[src/rtl/scarv_soc_bram_arbiter_pkg.sv]
// Shared definitions for the SoC BRAM arbiter slice.
//  - DataW / StrbW : memory interface data and strobe widths.
//  - in_window()   : address window check against an aligned base.
package scarv_soc_bram_arbiter_pkg;

    localparam int unsigned DataW = 32;
    localparam int unsigned StrbW = DataW / 8;

    // True when addr falls in the 2**lw byte window starting at base.
    // base is assumed aligned to the window size.
    function automatic logic in_window(input logic [31:0] addr,
                                       input logic [31:0] base,
                                       input int unsigned lw);
        return (addr >> lw) == (base >> lw);
    endfunction

endpackage

[src/rtl/scarv_soc_rr_arb2.sv]
// Two-way round-robin arbiter, purely combinational.
//  req  : request lines, one per port
//  en   : arbitration enable; win is 0 when low
//  last : index of the port that won most recently
//  win  : one-hot winner (0 when nothing requests)
module scarv_soc_rr_arb2 (
    input  logic [1:0] req,
    input  logic       en,
    input  logic       last,
    output logic [1:0] win
);

    always_comb begin
        win = 2'b00;
        if (en) begin
            unique case (req)
                2'b01:   win = 2'b01;
                2'b10:   win = 2'b10;
                2'b11:   win = last ? 2'b01 : 2'b10;
                default: win = 2'b00;
            endcase
        end
    end

endmodule

[src/rtl/scarv_soc_bram_arbiter.sv]
// Shares one BRAM port between two req/gnt + recv/ack requesters.
//  clka, rsta          : clock, synchronous active-high reset
//  rN_req/wen/strb/addr/wdata : request from requester N
//  rN_gnt              : request accepted this cycle (combinational)
//  rN_recv/error/rdata : response to requester N, held until rN_ack
//  bram_en/we/addr/din : BRAM port controls (combinational)
//  bram_dout           : BRAM read data, valid the cycle after bram_en
module scarv_soc_bram_arbiter
    import scarv_soc_bram_arbiter_pkg::*;
#(
    parameter int unsigned DEPTH = 1024,
    parameter logic [31:0] BASE  = 32'h0000_0000,
    localparam int unsigned LW   = $clog2(DEPTH)
) (
    input  logic             clka,
    input  logic             rsta,
    input  logic             r0_req,
    input  logic             r0_wen,
    input  logic [StrbW-1:0] r0_strb,
    input  logic [31:0]      r0_addr,
    input  logic [DataW-1:0] r0_wdata,
    output logic             r0_gnt,
    output logic             r0_recv,
    input  logic             r0_ack,
    output logic             r0_error,
    output logic [DataW-1:0] r0_rdata,
    input  logic             r1_req,
    input  logic             r1_wen,
    input  logic [StrbW-1:0] r1_strb,
    input  logic [31:0]      r1_addr,
    input  logic [DataW-1:0] r1_wdata,
    output logic             r1_gnt,
    output logic             r1_recv,
    input  logic             r1_ack,
    output logic             r1_error,
    output logic [DataW-1:0] r1_rdata,
    output logic             bram_en,
    output logic [StrbW-1:0] bram_we,
    output logic [LW-1:0]    bram_addr,
    output logic [DataW-1:0] bram_din,
    input  logic [DataW-1:0] bram_dout
);

    typedef enum logic {StIdle = 1'b0, StRsp = 1'b1} state_e;

    state_e           state_q, state_d;
    logic             last_q, last_d;
    logic             owner_q, owner_d;
    logic             err_q, err_d;
    logic             rd_q, rd_d;      // response carries BRAM read data
    logic             fresh_q, fresh_d; // first RSP cycle: bram_dout is live
    logic [DataW-1:0] hold_q, hold_d;

    logic             can_issue;
    logic [1:0]       win;
    logic             w;
    logic             sel_wen;
    logic [StrbW-1:0] sel_strb;
    logic [31:0]      sel_addr;
    logic [DataW-1:0] sel_wdata;
    logic             hit;
    logic [DataW-1:0] rsp_data;

    // In RSP the owner's recv is always high, so only its ack matters.
    // Reset blocks any grant in the reset cycle.
    assign can_issue = !rsta &&
                       ((state_q == StIdle) || (owner_q ? r1_ack : r0_ack));

    scarv_soc_rr_arb2 u_arb (
        .req  ({r1_req, r0_req}),
        .en   (can_issue),
        .last (last_q),
        .win  (win)
    );

    assign r0_gnt = win[0];
    assign r1_gnt = win[1];
    assign w      = win[1];

    assign sel_wen   = w ? r1_wen   : r0_wen;
    assign sel_strb  = w ? r1_strb  : r0_strb;
    assign sel_addr  = w ? r1_addr  : r0_addr;
    assign sel_wdata = w ? r1_wdata : r0_wdata;
    assign hit       = in_window(sel_addr, BASE, LW);

    always_comb begin
        state_d   = state_q;
        last_d    = last_q;
        owner_d   = owner_q;
        err_d     = err_q;
        rd_d      = rd_q;
        fresh_d   = fresh_q;
        hold_d    = hold_q;
        bram_en   = 1'b0;
        bram_we   = '0;
        bram_addr = '0;
        bram_din  = '0;

        // Capture read data so it stays stable while the owner stalls ack.
        if (state_q == StRsp && fresh_q) begin
            hold_d  = bram_dout;
            fresh_d = 1'b0;
        end

        if (can_issue) begin
            if (|win) begin
                state_d = StRsp;
                last_d  = w;
                owner_d = w;
                err_d   = !hit;
                rd_d    = hit && !sel_wen;
                fresh_d = 1'b1;
                if (hit) begin
                    bram_en   = 1'b1;
                    bram_we   = sel_wen ? sel_strb : '0;
                    bram_addr = sel_addr[LW-1:0];
                    bram_din  = sel_wdata;
                end
            end else begin
                state_d = StIdle;
            end
        end
    end

    always_ff @(posedge clka) begin
        if (rsta) begin
            state_q <= StIdle;
            last_q  <= 1'b1;
            owner_q <= 1'b0;
            err_q   <= 1'b0;
            rd_q    <= 1'b0;
            fresh_q <= 1'b0;
            hold_q  <= '0;
        end else begin
            state_q <= state_d;
            last_q  <= last_d;
            owner_q <= owner_d;
            err_q   <= err_d;
            rd_q    <= rd_d;
            fresh_q <= fresh_d;
            hold_q  <= hold_d;
        end
    end

    // Response mux: only the owner sees recv; everything else reads as 0.
    assign rsp_data = rd_q ? (fresh_q ? bram_dout : hold_q) : '0;
    assign r0_recv  = (state_q == StRsp) && !owner_q;
    assign r1_recv  = (state_q == StRsp) && owner_q;
    assign r0_error = r0_recv && err_q;
    assign r1_error = r1_recv && err_q;
    assign r0_rdata = r0_recv ? rsp_data : '0;
    assign r1_rdata = r1_recv ? rsp_data : '0;

endmodule

[config.mk]
export PLATFORM = sky130hd
export DESIGN_NAME = scarv_soc_bram_arbiter
export DESIGN_NICKNAME = d
export VERILOG_FILES = /design/src/rtl/scarv_soc_bram_arbiter_pkg.sv /design/src/rtl/scarv_soc_rr_arb2.sv /design/src/rtl/scarv_soc_bram_arbiter.sv
export SDC_FILE = /design/constraint.sdc
export NUM_CORES = 1
export LEC_CHECK = 0
export ABC_AREA = 1
export BUFFER_PORTS_ARGS = -buffer_cell sky130_fd_sc_hd__buf_4
export CORE_AREA = 2 2 113 115
export CTS_CLUSTER_SIZE = 14
export DETAILED_ROUTE_END_ITERATION = 8
export DIE_AREA = 0 0 115 117
export GPL_ROUTABILITY_DRIVEN = 0
export MAX_ROUTING_LAYER = met4
export REMOVE_ABC_BUFFERS = 1
export SLEW_MARGIN = 15
export SYNTH_ARGS = -nofsm -noshare
export SYNTH_HDL_FRONTEND = slang
export SYNTH_HIERARCHICAL = 1
export SYNTH_SLANG_ARGS = --single-unit
[constraint.sdc]
create_clock -name clka -period 7.7 [get_ports clka]
set_clock_uncertainty 0.05 [all_clocks]
set_input_delay 1.54 -clock clka [delete_from_list [all_inputs] [get_ports clka]]
set_output_delay 1.54 -clock clka [all_outputs]
set_load 0.005 [all_outputs]
==> results of run 1 <==
registers in the layout, summed over array words and instances (netlist names):
register / count
hold_q: 32
err_q: 1
fresh_q: 1
last_q: 1
owner_q: 1
rd_q: 1
state_q: 1
worst max-delay path by stage:
stage               startpoint           end  cells after the start
finish                    rsta  bram_addr[0]                     15
global route              rsta  bram_addr[5]                     15
CTS                       rsta  bram_addr[0]                     15
detailed placement        rsta  bram_addr[0]                     15
global placement          rsta  bram_din[24]                     15
floorplan                 rsta  bram_addr[9]                     13
per-stage QoR:
step                      area, um^2  utilization  cells
final                           5602       0.4550    966
after global routing            5602       0.4550    966
after CTS                       5595       0.4545    964
after detailed placement        5456       0.4432    958
after global placement          5456       0.4432    958
after floorplan                 3034            -    512
cell families (layout without fill, tap and decap cells):
family / after synthesis / count (layout) / synth area share
compound gates: 145 / 145 / 0.2958
buf+inv: 90 / 351 / 0.1181
flops: 38 / 38 / 0.2354
mux: 5 / 5 / 0.01549
other cells: 0 / 2 / 0
simple gates: 275 / 275 / 0.3353
critical path, delay by kind of cell:
family | cells | cell delay [ps]
AO/OA/AOI/OAI | 2 | 280
buffers and inverters | 7 | 1630
AND/OR/NAND/NOR | 6 | 1330
metal layers:
metal  GRT usage  vias up
li1            -     2306
met1      0.2425     1998
met5           -        -
met4     0.05221        0
met3     0.06179       18
met2      0.3506      167
layout make-up:
class                           count  area, um^2  share of cell area
Antenna cell                        2       5.005           0.0008935
Clock buffer                        6       138.9             0.02479
Inverter                           49       183.9             0.03283
Multi-Input combinational cell    425        2101              0.3750
Sequential cell                    38       763.2              0.1363
Tap cell                          150       187.7             0.03350
Timing Repair Buffer              296        2222              0.3967
synthesized netlist by cell type:
master	number
nand2_1	145
and3_1	2
nand2_2	1
clkbuf_2	1
a21oi_1	40
buf_2	1
dfxtp_1	38
nor2_1	107
buf_6	5
nor2_2	2
inv_1	47
clkbuf_1	22
o21ai_0	32
o211ai_1	32
mux2i_1	5
buf_1	11
o21ai_1	1
inv_2	1
buf_4	1
nand3_1	8
clkinv_1	1
a21oi_2	40
or2_2	3
nand3b_1	5
nor3_1	2
power groups by stage:
stage	sequential, uW	clock (uW)	combinational, uW
3_5_place_dp	220	0	138
5_1_grt	217	216	152
3_3_place_gp	219	0	136
2_1_floorplan	216	0	52.1
6_report	216	195	138
4_1_cts	216	204	138
==> results.yml, run 1 <==
global_route:
  grt_pass1_vias: 4180
  antenna_found_initial: 2
  grt_pass1_wl_mm: 21.36
  grt_max_degree: 67
  grt.total_usage: 0.2075
  gr-total-overflow: 0
critical_path:
  critPathCaptureType: "output port"
  slowest_delay_ps: 500
  reg2reg_slack_ps: 4350
  cp.arrival_ps: 4810
  cp-start-kind: "input port"
  reg2regPathDepth: 17
  path_cells: "buf_4 > inv_1 > buf_4 > nand2_1 > inv_1 > nand2_1 > a21oi_4 > buf_4 > or2_2 > nand3_1 > nor2_2 > nand2_2 > buf_4 > a21oi_2 > buf_4"
  crit_top_cell: "buf_4"
  cp.required_ps: 6110
  r2r_end: "err_q$_SDFFE_PP0P_"
  r2r_start: "owner_q$_SDFFE_PP0P_"
  critPathMaxFanout: 55
  worstSetupPathType: "in -> out"
  slowest_stage: "buf_4"
routing:
  wirelength_mm: 14.17
  routed-wl-met3_mm: 1.098
  num_vias: 4489
  first_pass_iters: 5
  drt_iter0_drc: 219
  routedWlPerCell_um: 14.67
  top_layer_used: "met4"
  vias_per_cell: 4.647
  post-route-drc-count: 0
  wl_met1_mm: 5.836
  wl_met2_mm: 6.997
  ant_nets: 0
cts:
  tritoncts: "built"
  cts-buffers-inserted: 5
  clock_sinks: 38
  post_cts_buffers: 0
  clk_pin_slew_ps: 50
  cts_resized: 0
  cts_root_buf: "clkbuf_16"
  clk_latency_ps: 270
  htree_num_levels: 2
  ctsHoldBuffers: 0
  clk_path_buf_depth: 2
timing:
  final_hold_viol_count: 0
  max-slew-margin-rel: 0.2568
  slew_violations: 0
  period_share: 0.8308
  layout_setup_ws_ps: 1303
  setup_tns_ps: 0
  rsz0062_at_grt: "no"
  timing.fmax_mhz: 156.3
  finalCriticalPeriod_ps: 6397
  worst_slew_pin_slew_ps: 1115
  finalSetupViolations: 0
  whs_ps: 477.9
die:
  die_h_um: 117
  coreArea_um2: 12310
  die_w_um: 115
  dieArea_um2: 13460
  num_rows: 41
  start_util: 0.2625
  pin_count: 293
synth:
  ys_seq_elements: 38
  avgSynthCellArea_um2: 5.844
  syn_inst: 553
  synth_top_cell_by_area: "dfxtp_1"
  yosys.cell_types.count: 25
  synth_top_area_frac: 0.2354
  synth_warnings: 6
  synth.area.top_cells: "dfxtp_1, nand2_1, nor2_1"
  synth_area_um2: 3232
  yosysSeqAreaShare: 0.2354
power_and_ir_drop:
  seq_power_share: 0.393
  combPwrFrac: 0.252
  swShare: 0.2630
  switchingPower_uw: 144.3
  leakage_uw: 0.002739
  clkPwrFrac: 0.356
  total_power_uw: 548.8
  cellPowerDensity_nw_per_um2: 97.98
  p_int_uw: 404.5
  max-vdd-ir-drop_mv: 0.06590
worst_hold_path:
  min_to: "state_q$_SDFFE_PP0P_"
  holdCritPathClass: "reg -> reg"
  min_path_cells: 2
  min-delay-start: "state_q$_SDFFE_PP0P_"
layout:
  area_growth_pct: 73.33
  drive_gt1_frac: 0.4324
  final_common_cell: "buf_4"
  fillers: 1273
  layout_common_cells: "buf_4, nand2_1, nor2_1"
  fin_nets: 991
job:
  maxCapViolCount: 0
status:
  status: "complete, no violations"
place:
  place_worst_setup_slack_ps: 1302
  dp_hpwl_mm: 11.59
  port_buffers: 292
Note: power is estimated with default switching activity, not from simulation.
==> run 2, diff against run 1 <==
Settings changed: CORE_AREA 2 2 113 115 to 2 2 115 117, DIE_AREA 0 0 115 117 to 0 0 117 119.
Clock period 7.7 ns to 5.59 ns, I/O delays scaled along.
==> run 2 against run 1 <==
Compared with the run above:
- combinational power grew 37%
- sequential share of layout area decreased by 0.21 points
- routed wire length down 2.0%
- sequential power rose by 38%
- count of clock-buffer cells in the layout stayed put
- core utilization is 1.4 points lower
- cell area grew 1.4%
- first-iteration DRC count up 42%
- hold slack lost 22 ps
- largest power group unchanged
==> results.yml, run 2 (synthesized netlist as in run 1, its figures left out) <==
critical_path:
  worstSetupPathType: "in -> out"
  cp.required_ps: 4420
  cp.arrival_ps: 3410
  cp-start-kind: "input port"
  critPathCaptureType: "output port"
  critPathMaxFanout: 39
cts:
  ctsHoldBuffers: 0
  clk_latency_ps: 270
  cts_root_buf: "clkbuf_16"
  clk_pin_slew_ps: 60
  clock_sinks: 38
  cts_resized: 0
  tritoncts: "built"
  clk_path_buf_depth: 2
  cts-buffers-inserted: 5
  post_cts_buffers: 0
  htree_num_levels: 2
routing:
  first_pass_iters: 5
  num_vias: 4379
  vias_per_cell: 4.397
  wirelength_mm: 13.89
  drt_iter0_drc: 310
  post-route-drc-count: 0
  routedWlPerCell_um: 13.95
  ant_nets: 0
timing:
  rsz0062_at_grt: "no"
  whs_ps: 455.9
  final_hold_viol_count: 0
  finalCriticalPeriod_ps: 4576
  finalSetupViolations: 0
  layout_setup_ws_ps: 1014
  max-slew-margin-rel: 0.2433
  worst_slew_pin_slew_ps: 1135
  slew_violations: 0
  period_share: 0.8185
  timing.fmax_mhz: 218.5
die:
  dieArea_um2: 13920
  die_w_um: 117
  coreArea_um2: 12870
  start_util: 0.2510
  num_rows: 42
  die_h_um: 119
  pin_count: 293
layout:
  fin_nets: 994
  layout_common_cells: "buf_4, nand2_1, nor2_1"
  largest_register: "hold_q"
  final_common_cell: "buf_4"
  drive_gt1_frac: 0.4347
  final_area_um2: 5678
  fillers: 1407
  instances_no_fill: 996
  largest_reg_flops: 32
  area_growth_pct: 75.69
status:
  status: "complete, no violations"
job:
  maxCapViolCount: 0
global_route:
  grt_max_degree: 67
  antenna_found_initial: 1
  grt.total_usage: 0.1941
  grt_pass1_wl_mm: 20.95
  grt_pass1_vias: 4119
  gr-total-overflow: 0
place:
  placed_area_um2: 5524
  place_worst_setup_slack_ps: 1013
  dp_cells: 987
  dp_hpwl_mm: 11.31
  port_buffers: 292
power_and_ir_drop:
  max-vdd-ir-drop_mv: 0.1122
  leakage_uw: 0.002764
  cellPowerDensity_nw_per_um2: 135.6
worst_hold_path:
  holdCritPathClass: "reg -> reg"
-- run 2: cell type report --
class | instances | area [um^2] | share of cell area
Multi-Input combinational cell | 425 | 2101 | 0.3700
Sequential cell | 38 | 762.0 | 0.1342
Tap cell | 176 | 220.2 | 0.03878
Antenna cell | 1 | 2.502 | 0.0004407
Clock inverter | 2 | 12.51 | 0.002204
Clock buffer | 6 | 138.9 | 0.02446
Inverter | 49 | 183.9 | 0.03239
Timing Repair Buffer | 299 | 2257 | 0.3975
-- run 2: per-stage QoR --
step	TNS, ps	util	power, uW
floorplan	-88870	-	369.3
global placement	0	0.4291	492.3
detailed placement	0	0.4291	492.6
CTS	0	0.4408	783.7
global route	0	0.4410	815.7
finish	0	0.4410	770.0
-- run 2: path summary, 6_finish.rpt --
check        depth (start not counted)                    to            startpoint  slack (ps)
max                                 15          bram_addr[9]                r1_ack        1010
min                                  2  state_q$_SDFFE_PP0P_  state_q$_SDFFE_PP0P_         460
max reg2reg                         13    err_q$_SDFFE_PP0P_  owner_q$_SDFFE_PP0P_        3170
min reg2reg                          2  state_q$_SDFFE_PP0P_  state_q$_SDFFE_PP0P_         460
-- run 2: report_power, final --
| part | switching [uW] | internal, uW | total [uW] |
|---|---|---|---|
| registers | 17.2 | 280 | 297 |
| logic | 82.8 | 106 | 189 |
| clock network | 108 | 176 | 285 |
-- run 2: critical path: stages --
cell and delay [ps]:
buf_4 80, nand2_1 40, nand3_1 110, nand2_1 100
inv_1 110, nand2_1 90, a21oi_4 140, buf_4 310
or2_2 180, nand3_1 230, nor2_2 220, nand2_2 150
buf_12 230, a21oi_1 140, buf_4 120
-- run 2: metal layers --
metal	wire (um)	share of wire	GRT usage
met2	6903	0.50	0.3241
met4	262	0.019	0.05662
met1	5808	0.42	0.2392
met5	0	0	-
met3	919	0.066	0.03257
==> run 3, diff against run 2 <==
Settings changed: CORE_AREA 2 2 115 117 to 2 2 114 116, DIE_AREA 0 0 117 119 to 0 0 116 118.
Clock period 5.59 ns to 4.6 ns, I/O delays scaled along.
==> run 3 against run 2 <==
Compared with the run above:
- critical path depth up 1
- die area is 1.7% lower
- cell count down 0.50%
- combinational power increased by 23%
- clock power grew 19%
- setup slack worse by 350 ps
- routed wire length is 3.3% higher
- largest cell class unchanged
- cell area down 0.26%
- via count up 3.0%
- global-route usage up 1.1 points
==> results.yml, run 3 (synthesized netlist as in run 1, its figures left out) <==
cts:
  post_cts_buffers: 0
  cts-buffers-inserted: 5
  ctsHoldBuffers: 0
  tritoncts: "built"
  clock_sinks: 38
  htree_num_levels: 2
  clk_latency_ps: 280
  cts_root_buf: "clkbuf_16"
  clk_pin_slew_ps: 60
  cts_resized: 0
  clk_path_buf_depth: 2
critical_path:
  cp.arrival_ps: 2970
  slowest_stage: "a21oi_4"
  path_depth: 16
  cp.required_ps: 3630
  cp-start-kind: "input port"
  critPathMaxFanout: 43
  path_buf_inv: 5
  critPathCaptureType: "output port"
  reg2regPathDepth: 15
  slowest_delay_ps: 210
  crit_top_cell: "nand2_1"
  path_delay_family: "simple AND/OR/NAND/NOR gates"
  path_cells: "buf_4 > nand2_1 > nand3_1 > nand2_1 > inv_1 > nand2_1 > a21oi_4 > inv_2 > nor2_1 > and3_1 > nand2_1 > nand2_1 > nand2_2 > buf_12 > a21oi_2 > buf_4"
  worstSetupPathType: "in -> out"
timing:
  max-slew-margin-rel: 0.2637
  period_share: 0.8560
  final_hold_viol_count: 0
  timing.fmax_mhz: 254.0
  finalCriticalPeriod_ps: 3938
  worst_slew_pin_slew_ps: 1104
  setup_tns_ps: 0
  finalSetupViolations: 0
  rsz0062_at_grt: "no"
  whs_ps: 469.6
  slew_violations: 0
  layout_setup_ws_ps: 662.4
global_route:
  grt_max_degree: 67
  gr-total-overflow: 0
  grt_pass1_vias: 4307
  antenna_found_initial: 1
  grt.total_usage: 0.2051
  grt_pass1_wl_mm: 21.73
layout:
  largest_reg_flops: 32
  fin_nets: 993
  drive_gt1_frac: 0.4340
  layout_common_cells: "buf_4, nand2_1, nor2_1"
  largest_register: "hold_q"
  final_area_um2: 5663
  area_growth_pct: 75.22
  final_common_cell: "buf_4"
  instances_no_fill: 991
place:
  place_worst_setup_slack_ps: 655.1
  dp_cells: 982
  port_buffers: 292
  placed_area_um2: 5513
  dp_hpwl_mm: 11.81
status:
  status: "complete, no violations"
die:
  coreArea_um2: 12410
  die_w_um: 116
  num_rows: 41
  start_util: 0.2603
  die_h_um: 118
  dieArea_um2: 13690
  pin_count: 293
routing:
  wirelength_mm: 14.35
  routedWlPerCell_um: 14.48
  first_pass_iters: 5
  drt_iter0_drc: 252
  post-route-drc-count: 0
  vias_per_cell: 4.553
  num_vias: 4512
  ant_nets: 0
power_and_ir_drop:
  swShare: 0.2671
  leakage_uw: 0.002761
  seq_power_share: 0.387
  combPwrFrac: 0.249
  max-vdd-ir-drop_mv: 0.1316
  clkPwrFrac: 0.364
  cellPowerDensity_nw_per_um2: 164.7
  p_int_uw: 683.3
  switchingPower_uw: 249.1
job:
  maxCapViolCount: 0
worst_hold_path:
  holdCritPathClass: "reg -> reg"
  min_path_cells: 2
run 3: cell count changes in the layout (fill, tap and decap cells not counted):
cell,change
buf_4,-1
dfxtp_2,+1
clkinvlp_4,-1
dfxtp_1,-1
clkbuf_1,+1
run 3: worst min-delay path, delay by kind of cell (launching register included):
kind,cells,cell delay [ps]
and+or+nand+nor,1,80
DFF,1,340
AOI/OAI and AO/OA,1,60
run 3: worst paths after layout:
| kind | start | end | slack (ps) |
|---|---|---|---|
| worst min-delay path | owner_q$_SDFFE_PP0P_ | owner_q$_SDFFE_PP0P_ | 470 |
| worst max register to register | owner_q$_SDFFE_PP0P_ | err_q$_SDFFE_PP0P_ | 2180 |
| worst min register to register | owner_q$_SDFFE_PP0P_ | owner_q$_SDFFE_PP0P_ | 470 |
| worst max-delay path | r1_ack | bram_din[5] | 660 |
run 3: per-layer routing:
metal  wire [um]  share of wire  GRT usage
met5           0              0          -
met1        5958           0.42     0.2447
met4         306          0.021    0.05580
met3        1172          0.082    0.05201
met2        6915           0.48     0.3410
run 3: cell type report:
class                      instances  area [um^2]
clock buffer                       7        142.6
tap                              172        215.2
inverter                          49        183.9
timing repair buffer             298         2250
clock inverter                     1        5.005
fill                            1307         6751
sequential                        38        763.2
multi-input combinational        425         2101
antenna                            1        2.502
run 3: power by group through the flow:
stage          clock network (uW)  registers [uW]  logic [uW]
6_report                      340             361         232
3_3_place_gp                    0             367         228
4_1_cts                       351             361         233
3_5_place_dp                    0             368         233
2_1_floorplan                   0             362        87.2
5_1_grt                       361             364         257
run 3: through the flow:
step,total power (uW),utilization
detailed placement,600.5,0.4441
global placement,595.0,0.4440
finish,932.4,0.4562
floorplan,448.8,-
CTS,945.2,0.4560
global route,981.9,0.4562
